**config.mk**
```make
export PLATFORM = sky130hd
export DESIGN_NAME = acc_write_sequencer
export DESIGN_NICKNAME = d
export VERILOG_FILES = /design/src/rtl/acc_write_sequencer.sv
export SDC_FILE = /design/constraint.sdc
export NUM_CORES = 1
export LEC_CHECK = 0
export BUFFER_PORTS_ARGS = -buffer_cell sky130_fd_sc_hd__buf_2
export CORE_MARGIN = 1.5
export CORE_UTILIZATION = 48
export DETAILED_ROUTE_END_ITERATION = 8
export GPL_TIMING_DRIVEN = 0
export PLACE_DENSITY = 0.8
export SKIP_LAST_GASP = 1
export SLEW_MARGIN = 20
export SYNTH_ARGS = -nofsm -noshare
export SYNTH_HDL_FRONTEND = slang
export SYNTH_SLANG_ARGS = --single-unit
```
**constraint.sdc**
```tcl
create_clock -name clock -period 2.2 [get_ports clock]
set_clock_uncertainty 0.05 [all_clocks]
set_input_delay 0.33 -clock clock [delete_from_list [all_inputs] [get_ports clock]]
set_output_delay 0.33 -clock clock [all_outputs]
set_load 0.01 [all_outputs]
```
**src/rtl/acc_write_sequencer.sv**
```systemverilog
// Write-side front end of the accumulator register file: an in-order request FIFO
// feeding a registered accumulator write port, plus a combinational forwarding lookup.
module acc_write_sequencer #(
  parameter int unsigned DATA_W = 8,
  parameter int unsigned ADDR_W = 2,
  parameter int unsigned DEPTH  = 4
) (
  input  logic              clock,
  input  logic              reset_n,
  input  logic              wbValid,
  output logic              wbReady,
  input  logic [ADDR_W-1:0] wbRegNum,
  input  logic [DATA_W-1:0] wbData,
  input  logic              accStall,
  output logic              regWrite,
  output logic [ADDR_W-1:0] RegisterNumber,
  output logic [DATA_W-1:0] writeData,
  input  logic [ADDR_W-1:0] qRegNum,
  output logic              qHit,
  output logic [DATA_W-1:0] qData,
  output logic [7:0]        issuedCount
);

  localparam int unsigned PTR_W = $clog2(DEPTH);
  localparam int unsigned CNT_W = PTR_W + 1;

  logic [ADDR_W-1:0] regMem  [DEPTH];
  logic [DATA_W-1:0] dataMem [DEPTH];
  logic [PTR_W-1:0]  wrPtr;
  logic [PTR_W-1:0]  rdPtr;
  logic [CNT_W-1:0]  count;
  logic              push;
  logic              pop;

  // Ready comes from the registered count only, so a full FIFO never accepts
  // even when a pop happens in the same cycle.
  assign wbReady = reset_n && (count != CNT_W'(DEPTH));
  assign push    = wbValid && wbReady;
  assign pop     = (count != '0) && !accStall;

  always_ff @(posedge clock) begin
    if (push) begin
      regMem[wrPtr]  <= wbRegNum;
      dataMem[wrPtr] <= wbData;
    end
  end

  always_ff @(posedge clock) begin
    if (!reset_n) begin
      wrPtr          <= '0;
      rdPtr          <= '0;
      count          <= '0;
      regWrite       <= 1'b0;
      RegisterNumber <= '0;
      writeData      <= '0;
      issuedCount    <= '0;
    end else begin
      if (push) wrPtr <= wrPtr + 1'b1;
      if (pop) begin
        rdPtr          <= rdPtr + 1'b1;
        regWrite       <= 1'b1;
        RegisterNumber <= regMem[rdPtr];
        writeData      <= dataMem[rdPtr];
        issuedCount    <= issuedCount + 8'd1;
      end else begin
        regWrite <= 1'b0;
      end
      case ({push, pop})
        2'b10:   count <= count + 1'b1;
        2'b01:   count <= count - 1'b1;
        default: count <= count;
      endcase
    end
  end

  // Scan oldest to youngest so the youngest matching entry wins; the output
  // register is the oldest candidate and only counts while its strobe is up.
  always_comb begin
    qHit  = 1'b0;
    qData = '0;
    if (regWrite && (RegisterNumber == qRegNum)) begin
      qHit  = 1'b1;
      qData = writeData;
    end
    for (int unsigned i = 0; i < DEPTH; i++) begin
      if ((CNT_W'(i) < count) && (regMem[rdPtr + PTR_W'(i)] == qRegNum)) begin
        qHit  = 1'b1;
        qData = dataMem[rdPtr + PTR_W'(i)];
      end
    end
  end

endmodule

```
# After elaboration in Yosys (flattened, before gate mapping)
# Memories as Yosys holds them, arrays and structs flattened. A register that Yosys moved wholly into a read port is not among the register bits.
# Index checks and enable logic that the tools add are counted.
dict set report totals {
  regBits 26
  ramBits 40
  inputBits 16
  output_inout_bits 29
  wordCells 57
  mem_count 2
}
# memory words word_bits rd rd_ports_with_merged_regs wr line
set memory_table {}
lappend memory_table {dataMem 4 8 4 1 1 28} ;# logic [DATA_W-1:0] dataMem [DEPTH];
lappend memory_table {regMem 4 2 4 1 1 27} ;# logic [ADDR_W-1:0] regMem [DEPTH];
dict set report op_classes {
  add_sub_neg 7
  magnitude_cmp 4
  eq_ne 8
  muxes 18
  reduce_logical 11
}
# operator n
set ops {}
lappend ops {{$mux 8} 5}
lappend ops {{$eq 2x2->1} 5}
lappend ops {{$add 8x1->8 const B} 1}
lappend ops {{$logic_and 1x1->1} 8}
lappend ops {{$mux 1} 8}
lappend ops {{$mux 2} 4}
lappend ops {{$lt 1x3->1 const A} 2}
lappend ops {{$lt 2x3->1 const A} 2}
lappend ops {{$pmux 3 s2} 1}
lappend ops {{$add 2x1->2 const B} 2}
lappend ops {{$add 2x2->2 const B} 2}
lappend ops {{$add 3x1->3 const B} 1}
lappend ops {{$ne 3x3->1 const B} 1}
lappend ops {{$reduce_bool 3->1} 1}
lappend ops {{$sub 3x1->3 const B} 1}
lappend ops {{$eq 2x1->1 const B} 1}
lappend ops {{$eq 2x2->1 const B} 1}
lappend ops {{$reduce_bool 2->1} 1}
lappend ops {{$logic_not 1->1} 1}

# Depth between registers and ports, before layout
dict set report depth {
  ltp_word 7
  depth_mapped 9
  mapped_depth_nobuf 9
}

# Worst setup path before layout
# No wires, ideal clock.
dict set report synth_path {
  path_kind {reg-to-reg}
  start {reg count[0]}
  end {reg count[2]}
  setup_time_ps 76
  arrival_time_ps 2337
  required_ps 2074
  path_slack_ps -262
  path_stages_with_launch 9
  path_buffers 0
  synth_period_minus_slack_ps 2462
  cell_sequence {dfxtp_1 -> inv_1 -> ha_1 -> a21boi_0 -> and2_1 -> inv_1 -> ha_1 -> or3_1 -> a21boi_0}
}
dict set report synth_via {
  elab_chain_cells 5
  word_cells_on_any_way 11
  cone_classes {add/sub (2); eq/ne (3); mux (1); reduce/logical (5)}
}
# element line
set synth_lines {}
lappend synth_lines {{start, declared} 31} ;# logic [CNT_W-1:0] count;
lappend synth_lines {{start signal, assigned} 69} ;# 2'b10: count <= count + 1'b1;
lappend synth_lines {{start signal, assigned} 70} ;# 2'b01: count <= count - 1'b1;
lappend synth_lines {{start signal, assigned} 71} ;# default: count <= count;
lappend synth_lines {{$ne 3x3->1 *} 37} ;# assign wbReady = reset_n && (count != CNT_W'(DEPTH));
lappend synth_lines {{$logic_and 1x1->1 *} 37}
lappend synth_lines {{net wbReady} 11} ;# output logic wbReady,
lappend synth_lines {{$logic_and 1x1->1 *} 38} ;# assign push = wbValid && wbReady;
lappend synth_lines {{$eq 2x1->1 / $eq 2x2->1 (equally long branches)} 68} ;# case ({push, pop})
lappend synth_lines {{$pmux 3 s2 / $reduce_bool 2->1 (equally long branches)} n/a}
# The timed path passes the listed nets; every way through them passes the cells marked *.
# A chain may end at the register's enable or synchronous reset.

==> impl_metrics.ini <==
[cts]
clk_latency_ns = 0.35
h-tree-depth = 3
cts_root_buf = clkbuf_8
clock-sinks = 68
clockBufferDepth = 2
holdBufCountCts = 0
clk_pin_slew_worst_paths_ns = 0.08
cts_buffers = 9
cts_tree = built

[finish]
final_core_util_pct = 59.7
layout_commonest_cell = buf_2
nets = 473
fillers = 707
final_area_um2 = 5200
syn2layout_area_growth_pct = 20.9
final_cell_mix = 50 x buf_2, 46 x mux2i_1, 40 x edfxtp_1, 28 x nor2b_1, 26 x nor2_1
diodes = 0
drive_gt1_share_pct = 32.7
stdcell_count = 560

[drt]
final_antenna_net_count = 0
firstDrtPassIters = 5
vias_per_cell = 6.12
drtIter0Drc = 284
wl_per_cell_um = 20.3
drc_errors = 0
wl_um = 11400
vias = 3427

[timing]
min_period_over_period_pct = 134
setup_violations = 9
fmax_mhz = 340
final-hold-violation-count = 0
worst_pin_slew_ns = 0.771
fin_ws_ns = -0.744
fin_crit_ns = 2.94
rsz0062_at_grt = yes
maxSlewViolCount = 0
maxSlewHeadroom_pct = 48.3

[place]
portBuffers = 42
dp_hpwl_um = 7310
gp_congestion = 0.934
dp.cells = 523
place_area_um2 = 4700
dpl_worst_slack_ns = -0.556

[worst_setup_path]
slowest_delay_ns = 0.56
r2r_slack_ns = 0.12
cp_top_family = compound AO/OA/AOI/OAI gates
path_max_fanout = 5
worstRegToRegCells = 5
path_class = register to primary output
cp_num_buf_inv = 3
cp_slowest_cell = mux4_2
r2r_start = count[0]$_SDFFE_PN0P_
crit_required_ns = 1.82
crit_path_cell_trace = buf_12, mux4_2, xnor2_4, buf_6, a311oi_2, o31ai_2, o211ai_1, buf_2
reg2reg_to = dataMem[3][0]$_DFFE_PP_
cp-end-kind = primary output
worst_setup_path_start_kind = register
critPathArrivalTime_ns = 2.56

[floorplanning]
core_um2 = 8720
dieArea_um2 = 9540
num_rows = 34
pin_count = 45
start_util_pct = 49.3
dieWidth_um = 97.7
die_h_um = 97.7

[global_routing]
grtUsageMet1_pct = 32.5
grt_pass1_wl_um = 18500
met2_usage_pct = 41.8
grt_pass1_vias = 3502
grt_usage_pct = 25.2
grt_max_degree = 13
grt.busiest_layer = met2
antenna_found_initial = 0
grt_overflow_total = 0
grtUsageMet3_pct = 6.40

[synthesis]
synth_edf_count = 40
ys_warn_count = 0
synthesis.nets = 399
syn-mean-instance-area_um2 = 11.5
syn_area_um2 = 4300
ys_types = 43
syn_inst = 373
synth_adder_area_share_pct = 2.91
synth_top_family_by_area = multiplexers
muxShareOfSynthArea_pct = 19.7
yosysTopAreaCellShare_pct = 27.9
synthTopCellsByArea = edfxtp_1 28%, dfxtp_1 13%, mux2i_1 12%, mux4_1 4.9%, nor2b_1 4.1%
async_reset_ff_share_pct = 0
synth_compound_area_share_pct = 10.3
synth-simple-area-share_pct = 15.6
synth-seq-area-share_pct = 40.9
synth_seq_cells = 68
synth_top_area_cell = edfxtp_1
ys.flop_type = edfxtp_1
synthXorXnorAreaFrac_pct = 5.82

[pwr]
peakVddDrop_uv = 566
power_density_nw_per_um2 = 992
p_leak_uw = 0.00185

[hold_path]
whs_endpoint = dataMem[3][4]$_DFFE_PP_
worstHoldStart = wbData[4]
worst_hold_path_type = input pin to register
holdPathStages = 1

[job]
max_cap_viol_count = 0

[run_status]
violations = negative setup slack
status = complete, but fails checks
==> area by class of cell <==
type | instances | area [um2] | share of cell area, %
multi-input cells | 267 | 2490 | 47.8
flip-flops and latches | 68 | 1770 | 34.1
repair buffers | 63 | 385 | 7.41
plain buffers | 24 | 179 | 3.44
well taps | 108 | 135 | 2.60
clock buffers | 9 | 124 | 2.38
clock inverters | 7 | 66.3 | 1.27
inverters | 14 | 52.6 | 1.01
==> worst max path at each step <==
| stage | startpoint | end | slack, ns | depth (start not counted) |
|---|---|---|---|---|
| final | register | qData[1] | -0.74 | 8 |
| after detailed placement | count[1]$_SDFFE_PN0P_ | qData[5] | -0.56 | 8 |
| after global routing | register | qData[1] | -0.81 | 8 |
| after CTS | register | qData[0] | -0.71 | 8 |
| after floorplan | register | qData[6] | -0.09 | 7 |
| after global placement | count[1]$_SDFFE_PN0P_ | qData[0] | -0.59 | 8 |
==> through the flow <==
| stage | hold slack, ns | power, uW | TNS, ns |
|---|---|---|---|
| 2_1_floorplan | 0.379 | 3160 | -0.774 |
| 3_3_place_gp | 0.440 | 3700 | -5.93 |
| 3_5_place_dp | 0.452 | 3750 | -5.88 |
| 4_1_cts | 0.132 | 5060 | -6.01 |
| 5_1_grt | 0.128 | 5430 | -6.96 |
| 6_report | 0.142 | 5160 | -6.17 |
==> logic make-up (layout without fill, tap and decap cells) <==
| family | after synthesis | count (layout) |
|---|---|---|
| AOI/OAI and AO/OA | 62 | 62 |
| xor gates and xnor gates | 20 | 20 |
| adders and majority gates | 10 | 10 |
| buffers and inverters | 38 | 117 |
| DFF | 68 | 68 |
| muxes | 64 | 64 |
| and+or+nand+nor | 111 | 111 |
==> metal layers <==
metal | vias to the layer above | share of wire (%)
met1 | 1695 | 42
met4 | 0 | 1.7
li1 | 1555 | -
met5 | - | 0
met2 | 158 | 50
met3 | 19 | 6.9
==> worst reg2reg max path, cell delays in order (launching register included) <==
cell and delay, ns:
dfxtp_2 0.39, inv_1 0.10, ha_2 0.23, a21boi_2 0.16
buf_4 0.15, and3_1 0.63
==> synth_stat cells, types with 4 or more instances <==
| library cell | number |
|---|---|
| mux2i_1 | 50 |
| edfxtp_1 | 40 |
| dfxtp_1 | 28 |
| nor2b_1 | 28 |
| nor2_1 | 26 |
| and2_1 | 15 |
| inv_1 | 14 |
| o21ai_0 | 13 |
| xnor2_1 | 12 |
| ha_1 | 10 |
| a21oi_1 | 8 |
| a311oi_1 | 8 |
| clkbuf_1 | 8 |
| mux4_1 | 8 |
| nand4b_1 | 8 |
| o2111ai_1 | 8 |
| o211ai_1 | 8 |
| o31ai_1 | 8 |
| and4_2 | 7 |
| buf_2 | 7 |
| and3_1 | 6 |
| buf_6 | 6 |
| mux4_2 | 6 |
| nand2_1 | 6 |
| nand3b_1 | 5 |
| nand3_1 | 4 |
| xnor2_4 | 4 |
| xor2_1 | 4 |
==> sequential cells by signal, indices dropped and copies added (netlist names), named ones only <==
name	flops
regWrite	1
regMem	8
writeData	8
count	3
rdPtr	2
RegisterNumber	2
wrPtr	2
dataMem	32
issuedCount	8
==> power breakdown <==
part	internal (uW)	switching, uW
Clock	517	491
Combinational	1150	1410
Sequential	1480	109
==> repair_timing <==
action / 4_1_cts / 5_1_grt
pin swaps: 16 / 7
cloned: 3 / 0
resized for setup: 34 / 9
hold endpoints to repair: 0 / 0
endpoints found under the setup margin: 15 / 34
buffers inserted: 17 / 1
No activity file was read; power rests on OpenSTA's default activity.
